[src/rtl/sonic_sysid_rd_timer.sv]
// sonic_sysid_rd_timer: loadable 8-bit down-counter that stops at zero and flags it.
module sonic_sysid_rd_timer (
  input  logic       clock,
  input  logic       reset,
  input  logic       i_load,
  input  logic [7:0] i_value,
  input  logic       i_dec,
  output logic [7:0] o_count,
  output logic       o_zero
);
  logic [7:0] r_count;
  always_ff @(posedge clock) begin
    if (reset) r_count <= '0;
    else if (i_load) r_count <= i_value;
    else if (i_dec && r_count != 8'd0) r_count <= r_count - 8'd1;
  end
  assign o_count = r_count;
  assign o_zero  = r_count == 8'd0;
endmodule

[config.mk]
export PLATFORM = sky130hd
export DESIGN_NAME = sonic_sysid_rd_timer
export DESIGN_NICKNAME = d
export VERILOG_FILES = /design/src/rtl/sonic_sysid_rd_timer.sv
export SDC_FILE = /design/constraint.sdc
export NUM_CORES = 1
export LEC_CHECK = 0
export ABC_AREA = 1
export BUFFER_PORTS_ARGS = -buffer_cell sky130_fd_sc_hd__buf_4
export CORE_MARGIN = 3
export CORE_UTILIZATION = 30
export DETAILED_ROUTE_END_ITERATION = 8
export PLACE_DENSITY = 0.63
export SYNTH_ARGS = -nofsm -noshare
export SYNTH_HDL_FRONTEND = slang
export SYNTH_SLANG_ARGS = --single-unit
[constraint.sdc]
create_clock -name clock -period 1.5 [get_ports clock]
set_input_delay 0.15 -clock clock [delete_from_list [all_inputs] [get_ports clock]]
set_output_delay 0.15 -clock clock [all_outputs]
set_load 0.03 [all_outputs]
==> results.ini, run 1 <==
[place]
portBuffers = 20
dp.final_hpwl_um = 1220
place_area_um2 = 787.0
gp_congestion = 0.8115
placedCellCount = 148

[clocking]
cts_tree = yes
post_cts_buffers = 0
cts_root_buf = clkbuf_4
clockBufferDepth = 2
cts_buffers = 3
ctsHoldBuffers = 0
cts-htree-levels = 1
clkSinkCount = 8
worstSkewPairLatency_ns = 0.25
clkTransAtPathRegs_ns = 0.05

[critical_path]
path_cells = inv_1 -> ha_1 -> nand2_1 -> nor2_4 -> buf_4
slowest_delay_ns = 0.32
required_ns = 1.35
startpoint_type = flop
critPathKind = reg -> out
arrival_ns = 1.25
end_kind = primary output
cp_slowest_cell = dfxtp_2
path_max_fanout = 7

[run]
timing.max_cap.violations = 0

[final_layout]
n_fill_cell = 207
largest_reg_flops = 8
fin_area_um2 = 810.8
drive_gt1_frac = 0.2698
fin_nets = 142
areaGrowthSynthToFinish_pct = 35.00
fin_cells = 151
diodes = 0

[sta]
worstMarginPinSlew_ns = 0.2318
fin_crit_ns = 1.404
rsz0062_at_grt = no
hold_viol = 0
post-route-period-util = 0.9362
setup_tns_ns = 0
skew_ns = 0.003667
slew_headroom = 0.8449
worst_hold_slack_ns = 0.09868
slew_viol_final = 0
fmax_ghz = 0.7121
setup_viol = 0

[yosys]
synth.distinct_cells = 18
yosysTopAreaCell = dfxtp_1
avgSynthCellArea_um2 = 5.775
synthMuxAreaShare = 0
syn_nets = 118
synth_top_family_by_area = simple AND/OR/NAND/NOR gates
synth_seq_cells = 8
syn_area_um2 = 600.6
ys_warn_count = 0
synthAdderAreaFrac = 0.04167
ys_seq_area_frac = 0.2667
synth_xor_area_frac = 0.01458
synth_compound_area_frac = 0.05833
synth-simple-area-share = 0.5104
yosysTopAreaCellShare = 0.2667
syn_inst = 104
synthTopCellsByArea = dfxtp_1, nand2_1, nand3_1

[detailed_routing]
postRouteAntennaNets = 0
finalWirelength_um = 1455
wl_per_cell_um = 9.636
via_count = 656
dr.pass1.iters = 4
viasPerCell = 4.344
drc = 0
first_iter_violations = 4

[grt]
gr-total-overflow = 0
grt_max_degree = 11
grtUsageTotal = 0.1232
grt_pass1_wl_um = 2408
antenna_found_initial = 0
grt_pass1_vias = 550

[power]
power_density_nw_per_um2 = 936.8
irDropWorstVdd_mv = 0.6045
power_leakage_nw = 0.4434

[die]
core_area_um2 = 1802
start_util = 0.3333
chipHeight_um = 50.74
ios = 21
rows = 15
die_w_um = 50.74
die-area_um2 = 2575

[run_status]
status = complete, no violations

[hold_path]
hold_class = in -> reg

[cell usage after synthesis (all sizes together)]
cell type / count
o21ai: 4
nand4: 2
nand2: 36
dfxtp: 8
inv: 15
xnor2: 1
nor3: 1
nand3: 15
nor2: 15
clkinv: 1
clkbuf: 1
a21oi: 3
ha: 2
[through the flow]
step / setup slack [ns] / util / power, mW
3_3_place_gp: 0.1265 / 0.4368 / 0.6084
5_1_grt: 0.01308 / 0.4500 / 0.8253
3_5_place_dp: 0.1376 / 0.4368 / 0.6095
6_report: 0.09565 / 0.4500 / 0.7595
4_1_cts: 0.08169 / 0.4493 / 0.7704
2_1_floorplan: 0.004801 / - / 0.5038
[power by group]
group	switching, mW	leakage [nW]	total (mW)	internal, mW
Combinational	0.209	0.363	0.339	0.130
Sequential	0.0293	0.0668	0.265	0.236
Clock	0.0640	0.0138	0.155	0.0909
[path summary, 6_finish.rpt]
check,startpoint,to,slack (ns),cells past startpoint
worst min-delay path,reset,o_count[3],0.1,2
worst min register to register,o_count[0],o_count[0],0.51,2
worst max-delay path,o_count[0],o_zero,0.1,5
worst max register to register,o_count[0],o_count[7],0.12,10
[per-layer routing]
layer  global-route usage  up-vias  wire [µm]
met5                    0        -          0
met4              0.08072        0         29
met3              0.01187        4         69
met2               0.1739       13        586
met1               0.1747      270        769
li1                     -      369          -
[cell families (layout without fill, tap and decap cells)]
| kind of cell | after synthesis | count (layout) |
|---|---|---|
| DFF | 8 | 8 |
| and+or+nand+nor | 69 | 69 |
| adders and majority gates | 2 | 2 |
| buffers and inverters | 17 | 39 |
| AOI/OAI and AO/OA | 7 | 7 |
| xor gates and xnor gates | 1 | 1 |
[final cells by class]
class | instances | area, µm² | area share
repair buffers | 20 | 150.1 | 0.1852
well taps | 25 | 31.28 | 0.03858
multi-input cells | 79 | 382.9 | 0.4722
inverters | 16 | 61.31 | 0.07562
clock buffers | 3 | 22.52 | 0.02778
flip-flops and latches | 8 | 162.7 | 0.2006
[placed cells by master (no fill, tap or decap)]
master    Yosys  final
nor2_4        0      1
inv_2         2      2
inv_1        13     13
nand4_1       2      2
nor2_1       14     13
dfxtp_1       8      6
buf_4         0     20
nand2_4       2      2
nor3_1        1      1
o21ai_0       3      3
xnor2_1       1      1
clkbuf_4      0      3
o21ai_1       1      1
nand3_1      15     15
dfxtp_2       0      2
a21oi_1       3      3
nand2_2       2      2
nand2_1      32     32
ha_1          2      2
clkinv_2      1      1
nor2_2        1      1
[critical path: cells and delay by family (launching register included)]
family,cells,cell delay [ns]
buffers and inverters,2,0.31
and+or+nand+nor,2,0.21
DFF,1,0.32
adders and majority gates,1,0.17
[what timing repair did]
action,4_1_cts,5_1_grt
endpoints found under the setup margin,0,3
resized for setup,0,1
hold endpoints to repair,0,0
No activity file was read; power rests on OpenSTA's default activity.
==> run 2: changes to the inputs <==
--- a/config.mk
+++ b/config.mk
@@ -10,7 +10,7 @@
 export CORE_MARGIN = 3
 export CORE_UTILIZATION = 30
 export DETAILED_ROUTE_END_ITERATION = 8
-export PLACE_DENSITY = 0.63
+export PLACE_DENSITY = 0.62
 export SYNTH_ARGS = -nofsm -noshare
 export SYNTH_HDL_FRONTEND = slang
 export SYNTH_SLANG_ARGS = --single-unit
==> results.ini, run 2 (synthesis results as in run 1) <==
[run_status]
status = complete, no violations

[place]
dp.final_hpwl_um = 1251  ; +2.5%
place_area_um2 = 787.0  ; unchanged
place_ws_ns = 0.08452  ; -0.05309 ns
placedCellCount = 148  ; unchanged
portBuffers = 20  ; unchanged
gp_congestion = 0.8027  ; -1.1%

[die]
chipHeight_um = 50.74  ; unchanged
ios = 21  ; unchanged
core_area_um2 = 1802  ; unchanged
rows = 15  ; unchanged
die_w_um = 50.74  ; unchanged
die-area_um2 = 2575  ; unchanged
start_util = 0.3333  ; unchanged

[grt]
grt_pass1_vias = 624  ; +13%
gr-total-overflow = 0  ; unchanged
grtUsageTotal = 0.1333  ; +0.01010
grt_max_degree = 11  ; unchanged
antenna_found_initial = 0  ; unchanged
grt_pass1_wl_um = 2628  ; +9.1%

[critical_path]
path_max_fanout = 5  ; -2
startpoint_type = flop
cp_num_buf_inv = 1  ; -1
critPathKind = reg -> out
cp_top_family = simple AND/OR/NAND/NOR gates
required_ns = 1.35  ; about the same
arrival_ns = 1.24  ; about the same
reg2reg_slack_ns = 0.17  ; +0.05 ns
end_kind = primary output
cp_slowest_cell = dfxtp_1
slowest_delay_ns = 0.36  ; +0.04 ns
path_cells = nor2_2 -> nand2_2 -> nor2_4 -> buf_4

[power]
power_density_nw_per_um2 = 949.8  ; +1.4%
irDropWorstVdd_mv = 0.4615  ; -24%
p_total_mw = 0.7724  ; +1.7%
power_leakage_nw = 0.4431  ; about the same

[sta]
fin_crit_ns = 1.390  ; -0.01389 ns
hold_viol = 0  ; unchanged
slew_viol_final = 0  ; unchanged
setup_viol = 0  ; unchanged
post-route-period-util = 0.9270  ; -0.009262
setup_tns_ns = 0  ; unchanged
setup_ws_ns = 0.1095  ; +0.01389 ns
fmax_ghz = 0.7192  ; +1.0%
worstMarginPinSlew_ns = 0.2239  ; -0.007937 ns
rsz0062_at_grt = no
slew_headroom = 0.8505  ; +0.005658
worst_hold_slack_ns = 0.09499  ; -0.003689 ns
skew_ns = 0.002793  ; -0.0008744 ns

[clocking]
cts-htree-levels = 1  ; unchanged
cts_buffers = 3  ; unchanged
post_cts_buffers = 0  ; unchanged
clkTransAtPathRegs_ns = 0.05  ; about the same
clkSinkCount = 8  ; unchanged
clockBufferDepth = 2  ; unchanged
worstSkewPairLatency_ns = 0.25  ; about the same
cts_tree = yes
cts_root_buf = clkbuf_4

[hold_path]
hold_class = in -> reg

[final_layout]
fin_util = 0.4514  ; +0.001389
areaGrowthSynthToFinish_pct = 35.42
final_common_cell = nand2_1
n_fill_cell = 214  ; +3.4%
fin_nets = 142  ; unchanged
largest_reg_flops = 8  ; unchanged
final_cell_mix = nand2_1, buf_4, nand3_1, nor2_1, inv_1
multi_input_area_um2 = 385.4  ; +0.65%
seq_area_um2 = 162.7  ; unchanged
fin_cells = 151  ; unchanged
fin_area_um2 = 813.3  ; +0.31%
drive_gt1_frac = 0.2857  ; +0.01587
diodes = 0  ; unchanged

[run]
timing.max_cap.violations = 0  ; unchanged

[detailed_routing]
via_count = 695  ; +5.9%
first_iter_violations = 18  ; +14
finalWirelength_um = 1516  ; +4.2%
postRouteAntennaNets = 0  ; unchanged
dr.pass1.iters = 4  ; unchanged
drc = 0  ; unchanged
wl_per_cell_um = 10.04  ; +4.2%
viasPerCell = 4.603  ; +5.9%

==> run 2: timing repair <==
action | 4_1_cts | 5_1_grt
resized for setup | 0 | 3
hold buffers | 0 | 0
setup endpoints to repair | 0 | 6
==> run 2: power by group <==
group | internal (mW) | switching [mW] | leakage (nW)
clock | 0.0916 | 0.0734 | 0.0138
combinational | 0.132 | 0.209 | 0.363
sequential | 0.236 | 0.0305 | 0.0668
==> run 2: layout make-up <==
type,instances,area share
clock buffer,3,0.02769
inverter,16,0.07538
multi-input combinational,79,0.4738
sequential,8,0.2000
tap,25,0.03846
timing repair buffer,20,0.1846
==> run 2: path summary, 6_finish.rpt <==
| path | to | start | cells after the start |
|---|---|---|---|
| max | o_zero | o_count[2] | 4 |
| min | o_count[3] | reset | 2 |
| max reg2reg | o_count[1] | o_count[0] | 10 |
| min reg2reg | o_count[0] | o_count[0] | 2 |
==> run 2: worst register-to-register path, stage by stage (launching register included) <==
cell	delay, ns
dfxtp_2	0.34
inv_2	0.07
ha_1	0.21
nand2_2	0.09
inv_1	0.05
nand2_2	0.09
nand2_4	0.07
nand2_4	0.09
clkinv_2	0.08
nor2_1	0.09
nor2_1	0.05
==> run 2: routing by layer <==
metal  part of all wire  wire length [µm]  GRT usage  up-vias
met5                  0                 0          0        -
met4              0.026                39    0.09417        0
met2               0.44               668     0.1891       18
met1               0.48               731     0.1864      302
met3              0.050                76    0.01187        5
li1                   -                 -          -      370
==> run 3: changes to the inputs <==
--- a/config.mk
+++ b/config.mk
@@ -7,10 +7,12 @@
 export LEC_CHECK = 0
 export ABC_AREA = 1
 export BUFFER_PORTS_ARGS = -buffer_cell sky130_fd_sc_hd__buf_4
+export CELL_PAD_IN_SITES_DETAIL_PLACEMENT = 2
+export CELL_PAD_IN_SITES_GLOBAL_PLACEMENT = 2
 export CORE_MARGIN = 3
-export CORE_UTILIZATION = 30
+export CORE_UTILIZATION = 23
 export DETAILED_ROUTE_END_ITERATION = 8
-export PLACE_DENSITY = 0.62
+export PLACE_DENSITY = 0.85
 export SYNTH_ARGS = -nofsm -noshare
 export SYNTH_HDL_FRONTEND = slang
 export SYNTH_SLANG_ARGS = --single-unit
==> results.ini, run 3 (synthesis results as in run 1) <==
[final_layout]
n_fill_cell = 315  ; +47%
fin_util = 0.3567  ; -0.09470
drive_gt1_frac = 0.3071  ; +0.02137
diodes = 0  ; unchanged
fin_nets = 143  ; +0.70%
areaGrowthSynthToFinish_pct = 38.96
largest_reg_flops = 8  ; unchanged
final_common_cell = nand2_1
fin_cells = 155  ; +2.6%
final_cell_mix = nand2_1, buf_4, nand3_1, inv_1, nor2_1

[sta]
setup_ws_ns = 0.1375  ; +0.02796 ns
fmax_ghz = 0.7339  ; +2.1%
post-route-period-util = 0.9083  ; -0.01864
skew_ns = 0.0002691  ; -0.002524 ns
hold_viol = 0  ; unchanged
worstMarginPinSlew_ns = 0.3005  ; +0.07660 ns
fin_crit_ns = 1.362  ; -0.02796 ns
setup_viol = 0  ; unchanged
slew_headroom = 0.7994  ; -0.05114
slew_viol_final = 0  ; unchanged

[detailed_routing]
via_count = 718  ; +3.3%
postRouteAntennaNets = 0  ; unchanged
finalWirelength_um = 2181  ; +44%
first_iter_violations = 9  ; -9
drc = 0  ; unchanged
viasPerCell = 4.632  ; +0.64%
wl_per_cell_um = 14.07  ; +40%
dr.pass1.iters = 4  ; unchanged

[critical_path]
cp_top_family = simple AND/OR/NAND/NOR gates
slowest_delay_ns = 0.35  ; about the same
end_kind = flop
startpoint_type = flop
cp_slowest_cell = dfxtp_2
critPathKind = reg -> reg
arrival_ns = 1.51  ; +0.27 ns
ff2ff_path_depth = 10  ; unchanged
required_ns = 1.65  ; +0.30 ns
path_cells = inv_2 -> ha_1 -> nand2_2 -> inv_1 -> nand2_2 -> nand2_4 -> nand2_4 -> clkinv_2 -> nor2_2 -> nor2_1
cp_num_buf_inv = 3  ; +2
path_max_fanout = 7  ; +2
cp_num_cells = 10  ; +6

[power]
seq_power_share = 0.331  ; -0.013
p_int_mw = 0.4667  ; +1.6%
p_sw_frac = 0.4214  ; +0.01588
irDropWorstVdd_mv = 0.3859  ; -16%
p_sw_mw = 0.3399  ; +8.5%
p_total_mw = 0.8066  ; +4.4%
pwr-share-comb = 0.461  ; +0.019
power_leakage_nw = 0.4506  ; +1.7%
power_density_nw_per_um2 = 966.6  ; +1.8%
clkPwrFrac = 0.208  ; -0.006

[clocking]
worstSkewPairLatency_ns = 0.25  ; about the same
cts_root_buf = clkbuf_4
clkSinkCount = 8  ; unchanged
clkTransAtPathRegs_ns = 0.06  ; about the same
cts_tree = yes
clockBufferDepth = 2  ; unchanged
post_cts_buffers = 0  ; unchanged
cts-htree-levels = 1  ; unchanged
cts_buffers = 3  ; unchanged

[grt]
antenna_found_initial = 0  ; unchanged
grtUsageTotal = 0.1515  ; +0.01820
grt_pass1_wl_um = 3836  ; +46%
grt_pass1_vias = 801  ; +28%
gr-total-overflow = 0  ; unchanged
grt_max_degree = 11  ; unchanged

[place]
dp.final_hpwl_um = 1799  ; +44%
place_ws_ns = 0.001869  ; -0.08265 ns
gp_congestion = 0.7491  ; -6.7%
portBuffers = 20  ; unchanged
placedCellCount = 152  ; +2.7%

[die]
start_util = 0.2567  ; -0.07665
die_w_um = 57.10  ; +13%
rows = 17  ; +2
die-area_um2 = 3260  ; +27%
core_area_um2 = 2340  ; +30%
ios = 21  ; unchanged
chipHeight_um = 57.10  ; +13%

[run_status]
status = complete, no violations

[hold_path]
min_path_cells = 2  ; unchanged
hold_class = in -> reg

[run]
timing.max_cap.violations = 0  ; unchanged

==> run 3: cell count changes in the layout (fill, tap and decap cells not counted), sizes merged <==
cell | before | now
buf | 20 | 21
==> run 3: cell type report <==
type | count | area (µm²) | area share
Inverter | 16 | 61.31 | 0.07346
Timing Repair Buffer | 21 | 157.7 | 0.1889
Tap cell | 28 | 35.03 | 0.04198
Clock buffer | 3 | 22.52 | 0.02699
Multi-Input combinational cell | 79 | 395.4 | 0.4738
Sequential cell | 8 | 162.7 | 0.1949
==> run 3: final timing paths <==
check	from	end	slack (ns)
setup / recovery	o_count[0]	o_count[1]	0.14
hold / removal	reset	o_count[3]	0.10
hold reg to reg	o_count[1]	o_count[1]	0.54
setup reg to reg	o_count[0]	o_count[1]	0.14
==> run 3: metal layers <==
| layer | up-vias | wire length (µm) | global-route usage |
|---|---|---|---|
| li1 | 371 | - | - |
| met1 | 332 | 1034 | 0.2073 |
| met2 | 10 | 1055 | 0.2414 |
| met3 | 5 | 56 | 0.02489 |
| met4 | 0 | 34 | 0.04967 |
| met5 | - | 0 | 0 |
==> run 3: timing repair <==
action	4_1_cts	5_1_grt
endpoints found under the setup margin	1	9
hold endpoints to repair	0	0
gates resized for setup	1	6
hold buffers	0	0
==> run 3: stage by stage <==
step | cell area, µm² | TNS [ns] | hold slack, ns
after floorplan | 609.3 | 0 | 0.2191
after global placement | 798.3 | 0 | 0.3575
after detailed placement | 798.3 | 0 | 0.3674
after CTS | 820.8 | 0 | 0.09737
after global routing | 834.6 | -0.009233 | 0.1008
final | 834.6 | 0 | 0.1005
==> run 3: worst register-to-register path, cell delays in order (launching register included) <==
cell and delay, ns:
dfxtp_2 0.35, inv_2 0.07, ha_1 0.20, nand2_2 0.10, inv_1 0.06, nand2_2 0.09, nand2_4 0.07, nand2_4 0.09
clkinv_2 0.09, nor2_2 0.09, nor2_1 0.05
==> run 3: power groups by stage <==
| stage | combinational (mW) | clock, mW | sequential [mW] |
|---|---|---|---|
| after CTS | 0.371 | 0.175 | 0.264 |
| after floorplan | 0.201 | 0 | 0.303 |
| after global placement | 0.354 | 0 | 0.267 |
| after detailed placement | 0.366 | 0 | 0.268 |
| final | 0.372 | 0.168 | 0.267 |
| after global routing | 0.425 | 0.184 | 0.272 |
